[config.mk]
export PLATFORM = sky130hd
export DESIGN_NAME = pi_cmd_queue
export DESIGN_NICKNAME = d
export VERILOG_FILES = /design/src/rtl/pi_cmd_queue.sv
export SDC_FILE = /design/constraint.sdc
export NUM_CORES = 1
export LEC_CHECK = 0
export BUFFER_PORTS_ARGS = -buffer_cell sky130_fd_sc_hd__clkbuf_2
export CORE_ASPECT_RATIO = 0.5
export CORE_MARGIN = 10
export CORE_UTILIZATION = 25
export CTS_BUF_LIST = sky130_fd_sc_hd__clkbuf_16
export CTS_CLUSTER_SIZE = 40
export DETAILED_ROUTE_END_ITERATION = 6
export PLACE_DENSITY = 0.48
export SLEW_MARGIN = 20
export SYNTH_ARGS = -nofsm -noshare
export SYNTH_HDL_FRONTEND = slang
export SYNTH_SLANG_ARGS = --single-unit
[constraint.sdc]
create_clock -name SYSCLK -period 4.15 [get_ports SYSCLK]
set_input_delay 0.2075 -clock SYSCLK [delete_from_list [all_inputs] [get_ports SYSCLK]]
set_output_delay 0.2075 -clock SYSCLK [all_outputs]
set_load 0.01 [all_outputs]
[src/rtl/pi_cmd_queue.sv]
// Pi-facing command queue: collects Pi register writes into bus requests,
// buffers them in a small FIFO and hands them one at a time to the bus engine.
module pi_cmd_queue #(
    parameter int DEPTH = 4,
    parameter int LVL_W = $clog2(DEPTH) + 1
) (
    input  logic             SYSCLK,
    input  logic             nRESET,
    input  logic [2:0]       PI_A,
    input  logic             PI_WR,
    input  logic [15:0]      PI_DATA_IN,
    output logic             REQ_VALID,
    input  logic             REQ_READY,
    output logic [23:0]      REQ_ADDR,
    output logic [1:0]       REQ_SIZE,
    output logic             REQ_READ,
    output logic [2:0]       REQ_FC,
    output logic [31:0]      REQ_WDATA,
    input  logic             RSP_VALID,
    input  logic [31:0]      RSP_RDATA,
    output logic [31:0]      RD_DATA,
    output logic [LVL_W-1:0] Q_LEVEL,
    output logic             Q_FULL,
    output logic             BUSY,
    output logic             OVERFLOW
);
    localparam int PTR_W = $clog2(DEPTH);

    typedef struct packed {
        logic [23:0] addr;
        logic [1:0]  size;
        logic        read;
        logic [2:0]  fc;
        logic [31:0] wdata;
    } entry_t;

    typedef enum logic [1:0] {IDLE, OFFER, WAIT_RSP} state_t;

    logic             wr_meta_q, wr_sync_q, wr_prev_q;
    logic [15:0]      data_lo_q, data_lo_d;
    logic [15:0]      data_hi_q, data_hi_d;
    logic [15:0]      addr_lo_q, addr_lo_d;
    logic [PTR_W-1:0] wr_ptr_q, wr_ptr_d;
    logic [PTR_W-1:0] rd_ptr_q, rd_ptr_d;
    logic [LVL_W-1:0] level_q, level_d;
    state_t           state_q, state_d;
    logic             req_valid_q, req_valid_d;
    entry_t           head_q, head_d;
    logic             rd_flag_q, rd_flag_d;
    logic [31:0]      rd_data_q, rd_data_d;
    logic             overflow_q, overflow_d;

    entry_t           mem [DEPTH];

    logic             commit, push_req, push_ok, pop, full;
    entry_t           new_entry;
    logic             unused_pi_bits;

    assign unused_pi_bits = ^PI_DATA_IN[15:14];

    always_comb begin
        commit    = wr_prev_q & ~wr_sync_q;
        push_req  = commit && (PI_A == 3'd3);
        pop       = (state_q == OFFER) && REQ_READY;
        full      = (level_q == LVL_W'(DEPTH));
        // A pop on the same edge frees the slot the push needs.
        push_ok   = push_req && (!full || pop);
        new_entry = '{addr:  {PI_DATA_IN[7:0], addr_lo_q},
                      size:  PI_DATA_IN[9:8],
                      read:  PI_DATA_IN[10],
                      fc:    PI_DATA_IN[13:11],
                      wdata: {data_hi_q, data_lo_q}};

        data_lo_d   = data_lo_q;
        data_hi_d   = data_hi_q;
        addr_lo_d   = addr_lo_q;
        wr_ptr_d    = wr_ptr_q;
        rd_ptr_d    = rd_ptr_q;
        level_d     = level_q;
        state_d     = state_q;
        head_d      = head_q;
        rd_flag_d   = rd_flag_q;
        rd_data_d   = rd_data_q;
        overflow_d  = overflow_q;

        if (commit) begin
            case (PI_A)
                3'd0:    data_lo_d  = PI_DATA_IN;
                3'd1:    data_hi_d  = PI_DATA_IN;
                3'd2:    addr_lo_d  = PI_DATA_IN;
                3'd4:    overflow_d = 1'b0;
                default: ;
            endcase
        end
        if (push_req && !push_ok) begin
            overflow_d = 1'b1;
        end

        if (push_ok) begin
            wr_ptr_d = wr_ptr_q + PTR_W'(1);
        end
        if (pop) begin
            rd_ptr_d = rd_ptr_q + PTR_W'(1);
        end
        case ({push_ok, pop})
            2'b10:   level_d = level_q + LVL_W'(1);
            2'b01:   level_d = level_q - LVL_W'(1);
            default: ;
        endcase

        case (state_q)
            IDLE: begin
                if (level_q != '0) begin
                    state_d = OFFER;
                    head_d  = mem[rd_ptr_q];
                end
            end
            OFFER: begin
                if (pop) begin
                    state_d   = WAIT_RSP;
                    rd_flag_d = head_q.read;
                end
            end
            WAIT_RSP: begin
                if (RSP_VALID) begin
                    if (rd_flag_q) begin
                        rd_data_d = RSP_RDATA;
                    end
                    if (level_d != '0) begin
                        state_d = OFFER;
                        // Empty queue plus a same-edge push: head comes straight from the write port.
                        head_d  = (level_q == '0) ? new_entry : mem[rd_ptr_q];
                    end else begin
                        state_d = IDLE;
                    end
                end
            end
            default: state_d = IDLE;
        endcase

        req_valid_d = (state_d == OFFER);
    end

    always_ff @(posedge SYSCLK) begin
        if (push_ok) begin
            mem[wr_ptr_q] <= new_entry;
        end
    end

    always_ff @(posedge SYSCLK or negedge nRESET) begin
        if (!nRESET) begin
            wr_meta_q   <= 1'b1;
            wr_sync_q   <= 1'b1;
            wr_prev_q   <= 1'b1;
            data_lo_q   <= '0;
            data_hi_q   <= '0;
            addr_lo_q   <= '0;
            wr_ptr_q    <= '0;
            rd_ptr_q    <= '0;
            level_q     <= '0;
            state_q     <= IDLE;
            req_valid_q <= 1'b0;
            head_q      <= '0;
            rd_flag_q   <= 1'b0;
            rd_data_q   <= '0;
            overflow_q  <= 1'b0;
        end else begin
            wr_meta_q   <= PI_WR;
            wr_sync_q   <= wr_meta_q;
            wr_prev_q   <= wr_sync_q;
            data_lo_q   <= data_lo_d;
            data_hi_q   <= data_hi_d;
            addr_lo_q   <= addr_lo_d;
            wr_ptr_q    <= wr_ptr_d;
            rd_ptr_q    <= rd_ptr_d;
            level_q     <= level_d;
            state_q     <= state_d;
            req_valid_q <= req_valid_d;
            head_q      <= head_d;
            rd_flag_q   <= rd_flag_d;
            rd_data_q   <= rd_data_d;
            overflow_q  <= overflow_d;
        end
    end

    assign REQ_VALID = req_valid_q;
    assign REQ_ADDR  = head_q.addr;
    assign REQ_SIZE  = head_q.size;
    assign REQ_READ  = head_q.read;
    assign REQ_FC    = head_q.fc;
    assign REQ_WDATA = head_q.wdata;
    assign RD_DATA   = rd_data_q;
    assign Q_LEVEL   = level_q;
    assign Q_FULL    = (level_q == LVL_W'(DEPTH));
    assign BUSY      = (state_q != IDLE) || (level_q != '0);
    assign OVERFLOW  = overflow_q;
endmodule

==> impl_metrics.yaml, run 1 <==
floorplan:
  core_area_sq_um: 62800
  pin_count: 157
  dieWidth_um: 376
  die-area_sq_um: 74300
  rows: 65
  die_h_um: 198
  start_util_pct: 25.2
cts:
  cts_tree: "done"
  cts_buffers: 43
  cts-root-buf: "clkbuf_16"
  cts.reportedPaths.clkPinSlew_ps: 60
  cts_buffer_depth: 3
  htreeDepth: 2
  cts_sinks: 405
  clkLatencyLatePin_ps: 560
  cts-resized-gates: 0
synthesis:
  yosysMostFrequentCell: "edfxtp_1"
  yosys_register_bits: 405
  synth_cells: 784
  synth-compound-area-share_pct: 1.01
  ys_seq_area_share_pct: 72.0
  syn-num-nets: 845
  synth_xor_area_share_pct: 0.222
  yosys_warnings: 0
  synthAdderAreaFrac_pct: 0.443
  synth.area.top_cells: "edfxtp_1 (47%), dfrtp_1 (24%), mux2_2 (13%), mux4_2 (8.8%), mux2_1 (1.7%)"
  synthFlopType: "edfxtp_1"
  synth_top_area_cell: "edfxtp_1"
  netlist_area_sq_um: 15800
  yosys.area.top_type_share_pct: 47.1
  ys_types: 42
  synth-edff-count: 248
  synthSimpleGateAreaFrac_pct: 1.66
  synthArstFlopShare_pct: 38.8
  synthMuxAreaShare_pct: 23.4
  synth_common_cells: "edfxtp_1 (248), mux2_2 (181), dfrtp_1 (154)"
  synth_top_family_by_area: "multiplexers"
  synth_area_per_cell_sq_um: 20.2
sta:
  finalHoldViolCount: 0
  period_minus_slack_ps: 3490
  rsz0062_at_grt: "false"
  tns_ps: 0
  maxSlewHeadroom_pct: 24.7
  setup-violations-final: 0
  tightest_slew_ps: 1130
  slew_violations: 0
  finalCritPeriodShare_pct: 84.0
  fmax_ghz: 0.287
  fin_worst_skew_ps: 37.3
setup_path:
  critPathArrivalTime_ps: 3920
  startpoint_type: "flop"
  timing.rr.start: "wr_prev_q$_DFF_PN1_"
  startpoint: "wr_prev_q$_DFF_PN1_"
  r2r-end: "REQ_WDATA[27]$_DFFE_PN0P_"
  path_class: "reg2reg"
  r2r_cells: 9
  cp_max_fo: 62
  critPathCaptureType: "flop"
  reg2reg_slack_ps: 660
  crit_end: "REQ_WDATA[27]$_DFFE_PN0P_"
  required_ps: 4580
global_route:
  grt_antenna_before_repair: 2
  grt_pass1_vias: 9080
  grt_use_total_pct: 9.90
  grt_start_max_net_pins: 69
  grt_overflow_total: 0
  grt_pass1_wl_um: 56800
route:
  routedWlPerCell_um: 20.0
  routed-via-count: 8060
  dr.first_iter.drc_count: 451
  postRouteAntennaNets: 0
  finalWirelength_um: 37600
  firstDrtPassIters: 4
  drc: 0
  detail_route.vias_per_cell: 4.28
outcome:
  outcome: "finished clean"
layout:
  multi_input_area_sq_um: 4260
  fillCellCount: 6127
  syn_to_final_growth_pct: 23.0
  fin_area_sq_um: 19400
  drive_above_1_share_pct: 47.7
  ff_latch_area_sq_um: 11400
  finalNetCount: 1073
placement:
  placed_area_sq_um: 17700
  place_congestion: 0.727
  portBuffers: 156
  dpl.hpwl_um: 22000
min_path:
  hold_path.class: "in2reg"
  min_path_cells: 1
power_and_ir_drop:
  irDropWorstVdd_v: 0.000550
  p_leak_nw: 7.29
  p_per_area_nw_per_um2: 663
run:
  drv_cap: 0
-- routing by layer --
metal / vias to the layer above / routed length (um) / track usage [%]
li1: 3547 / - / -
met1: 4357 / 15300 / 11.8
met2: 108 / 20400 / 18.6
met3: 48 / 1290 / 1.57
met4: 0 / 587 / 2.18
met5: - / 0 / 0
-- power breakdown --
part | switching (mW) | internal [mW] | total (mW)
logic | 1.70 | 1.92 | 3.62
clock network | 1.58 | 2.02 | 3.60
registers | 0.572 | 5.09 | 5.66
-- layout by cell type (no fill, tap or decap), types with 2 or more instances in the layout --
| cell type | instances |
|---|---|
| a21oi_1 | 4 |
| and2_4 | 4 |
| inv_1 | 18 |
| clkinvlp_4 | 4 |
| inv_6 | 2 |
| dfstp_2 | 3 |
| bufinv_16 | 2 |
| nor2_1 | 4 |
| o31ai_1 | 2 |
| xnor2_1 | 3 |
| dfrtp_1 | 152 |
| a21o_1 | 2 |
| clkinv_8 | 2 |
| or3_1 | 2 |
| nor3_1 | 3 |
| dlygate4sd3_1 | 42 |
| nand3_1 | 3 |
| buf_4 | 16 |
| mux2_2 | 181 |
| o211ai_1 | 2 |
| mux4_2 | 62 |
| clkinv_2 | 6 |
| o21ai_0 | 2 |
| edfxtp_1 | 248 |
| buf_12 | 4 |
| nor2_2 | 2 |
| clkbuf_16 | 43 |
| clkbuf_2 | 155 |
| ha_1 | 4 |
| nand2_1 | 15 |
| mux2_1 | 24 |
| clkinv_1 | 5 |
-- worst max-delay path, cell delays in order, from the launching register on --
cell and delay (ps):
dfstp_2 550, and4bb_4 290, and2_1 240, nor2_1 90, fa_1 500, a2111oi_2 480, a211oi_2 100, o31ai_4 280
buf_12 410, mux2_2 390
-- repair_timing --
item                      in CTS  in global routing
hold endpoints to repair     124                  0
setup buffers                  0                  0
hold buffers                  42                  0
-- metrics by stage --
stage / hold WS, ps / cells / util, % / power (mW) / worst slack [ps]
floorplan: -88.1 / 784 / - / 8.08 / 998
global placement: 305 / 1762 / 28.2 / 9.35 / 776
detailed placement: 298 / 1762 / 28.2 / 9.45 / 662
CTS: 2.49 / 1882 / 31.0 / 13.1 / 660
global route: 4.69 / 1882 / 31.0 / 13.6 / 524
finish: 21.9 / 1883 / 31.0 / 12.9 / 663
-- flip-flops by register name, summed over array words and instances, names as in the netlist, 3 cells and up --
register	flops
mem	248
addr_lo_q	16
Q_LEVEL	3
REQ_ADDR	24
REQ_WDATA	32
data_lo_q	16
REQ_FC	3
RD_DATA	32
data_hi_q	16
-- how the worst min path moves through the flow --
| stage | start | end |
|---|---|---|
| finish | PI_DATA_IN[11] | mem[0][32]$_DFFE_PP_ |
| global route | PI_DATA_IN[14] | addr_lo_q[14]$_DFFE_PN0P_ |
| CTS | PI_DATA_IN[14] | addr_lo_q[14]$_DFFE_PN0P_ |
| detailed placement | nRESET | REQ_WDATA[24]$_DFFE_PN0P_ |
| global placement | nRESET | REQ_WDATA[27]$_DFFE_PN0P_ |
| floorplan | nRESET | OVERFLOW$_DFFE_PN0P_ |
-- logic make-up (layout without fill, tap and decap cells) --
logic type               Yosys count  count (layout)
XOR/XNOR                           4               4
other                              0               1
flip-flops                       405             405
AND/OR/NAND/NOR                   45              45
buffers and inverters             39             300
multiplexers                     267             267
AO/OA/AOI/OAI                     19              19
adder cells (fa/ha/maj)            5               5
-- final cells by class --
| class | count | area share (%) |
|---|---|---|
| Multi-Input combinational cell | 340 | 21.9 |
| Clock buffer | 43 | 5.54 |
| Inverter | 4 | 0.0772 |
| Sequential cell | 405 | 58.6 |
| Tap cell | 837 | 5.39 |
| Timing Repair Buffer | 218 | 7.24 |
| Antenna cell | 1 | 0.0129 |
| Clock inverter | 35 | 1.24 |
Note: power is estimated with default switching activity, not from simulation.
==> inputs of run 2 (changes only) <==
- PLACE_DENSITY: 0.48 -> 0.5
- clock period: 4.15 -> 3.2 ns (I/O delays scaled with it)
==> impl_metrics.yaml, run 2 (same netlist as run 1, synthesis figures left out) <==
sta:
  fmax_ghz: 0.319
  tightest_slew_ps: 871
  fin_ws_ps: 64.0
  maxSlewHeadroom_pct: 41.9
  finalHoldViolCount: 0
  fin_worst_skew_ps: 22.7
  finalCritPeriodShare_pct: 98.0
  timing.hold.ws_ps: 24.0
  setup-violations-final: 0
  tns_ps: 0
  slew_violations: 0
  rsz0062_at_grt: "false"
  period_minus_slack_ps: 3140
setup_path:
  required_ps: 3610
  timing.rr.start: "wr_sync_q$_DFF_PN1_"
  startpoint_type: "flop"
  path_class: "reg2reg"
  critPathArrivalTime_ps: 3550
  critPathCaptureType: "flop"
  startpoint: "wr_sync_q$_DFF_PN1_"
  cp_max_fo: 8
route:
  dr.first_iter.drc_count: 419
  detail_route.vias_per_cell: 4.27
  firstDrtPassIters: 4
  finalWirelength_um: 37600
  routedWlPerCell_um: 19.8
  drc: 0
  routed-via-count: 8101
  postRouteAntennaNets: 0
power_and_ir_drop:
  p_leak_nw: 7.40
  power_mw: 16.8
  irDropWorstVdd_v: 0.000413
  p_per_area_nw_per_um2: 857
floorplan:
  pin_count: 157
  die_h_um: 198
  die-area_sq_um: 74300
  dieWidth_um: 376
  rows: 65
  core_area_sq_um: 62800
  start_util_pct: 25.2
global_route:
  grt_start_max_net_pins: 65
  use_met2_pct: 18.7
  met3_usage_pct: 1.48
  grt_pass1_vias: 9069
  grt_antenna_before_repair: 1
  grtUsageMet1_pct: 11.4
  grt_pass1_wl_um: 56500
  busiest_layer: "met2"
  grt_use_total_pct: 9.78
  grt_overflow_total: 0
layout:
  max_flop_register: "mem"
  final_core_util_pct: 31.3
  final_common_cell: "edfxtp_1"
  instances_no_fill: 1895
  drive_above_1_share_pct: 47.5
  syn_to_final_growth_pct: 24.3
  fin_area_sq_um: 19600
  largest_reg_flops: 248
  fillCellCount: 6119
  final_cell_mix: "edfxtp_1 (248), mux2_2 (181), clkbuf_2 (155), dfrtp_1 (152), mux4_2 (62)"
  finalNetCount: 1086
  antennaDiodeCount: 0
cts:
  cts-root-buf: "clkbuf_16"
  cts_buffers: 41
  cts_buffer_depth: 3
  htreeDepth: 2
  cts_tree: "done"
  cts_sinks: 405
  cts.reportedPaths.clkPinSlew_ps: 60
  clkLatencyLatePin_ps: 550
placement:
  place_congestion: 0.748
  dp_slack_ps: 27.8
  placed_area_sq_um: 17900
  dpl.cell_count: 1767
  portBuffers: 156
  dpl.hpwl_um: 22100
min_path:
  hold_path.class: "in2reg"
  min_from: "PI_DATA_IN[9]"
outcome:
  outcome: "finished clean"
run:
  drv_cap: 0
-- run 2: per-layer routing --
layer / wire (um) / up-vias
met3: 1220 / 46
met1: 15400 / 4378
met4: 596 / 0
met2: 20400 / 108
met5: 0 / -
li1: - / 3569
-- run 2: cell type report --
| class | instances | area [sq um] | share of cell area (%) |
|---|---|---|---|
| clock inverter | 34 | 171 | 0.872 |
| tap | 837 | 1050 | 5.33 |
| inverter | 4 | 15.0 | 0.0764 |
| sequential | 405 | 11400 | 58.0 |
| timing repair buffer | 233 | 1700 | 8.63 |
| clock buffer | 42 | 1050 | 5.35 |
| multi-input combinational | 340 | 4280 | 21.8 |
-- run 2: repair_timing --
action,in CTS,in global routing
hold buffers,47,0
gates resized for setup,0,7
endpoints found under the hold margin,142,0
buffers inserted,0,2
endpoints found under the setup margin,0,62
-- run 2: critical path, cell delays in order, from the launching register on --
cell and delay, ps:
dfstp_2 550, and4bb_4 220, and2_4 170, nor2_4 100, fa_2 240, buf_6 120
o211ai_1 150, nor4b_4 360, a211oi_2 120, o31ai_4 230, buf_12 210, buf_4 180
mux2_1 330
-- run 2: path summary, 6_finish.rpt --
| check | to | slack, ps | depth (start not counted) |
|---|---|---|---|
| setup / recovery | REQ_ADDR[14]$_DFFE_PN0P_ | 60 | 12 |
| hold / removal | mem[2][37]$_DFFE_PP_ | 20 | 1 |
| setup reg to reg | REQ_ADDR[14]$_DFFE_PN0P_ | 60 | 12 |
| hold reg to reg | wr_sync_q$_DFF_PN1_ | 400 | 0 |
| max in group asynchronous | REQ_ADDR[17]$_DFFE_PN0P_ | 2050 | 3 |
| min in group asynchronous | wr_ptr_q[0]$_DFFE_PN0P_ | 210 | 2 |
-- run 2: power by group --
| part | switching (mW) | internal (mW) | total, mW |
|---|---|---|---|
| logic | 2.27 | 2.80 | 5.07 |
| clock network | 2.01 | 2.39 | 4.40 |
| registers | 0.763 | 6.60 | 7.36 |
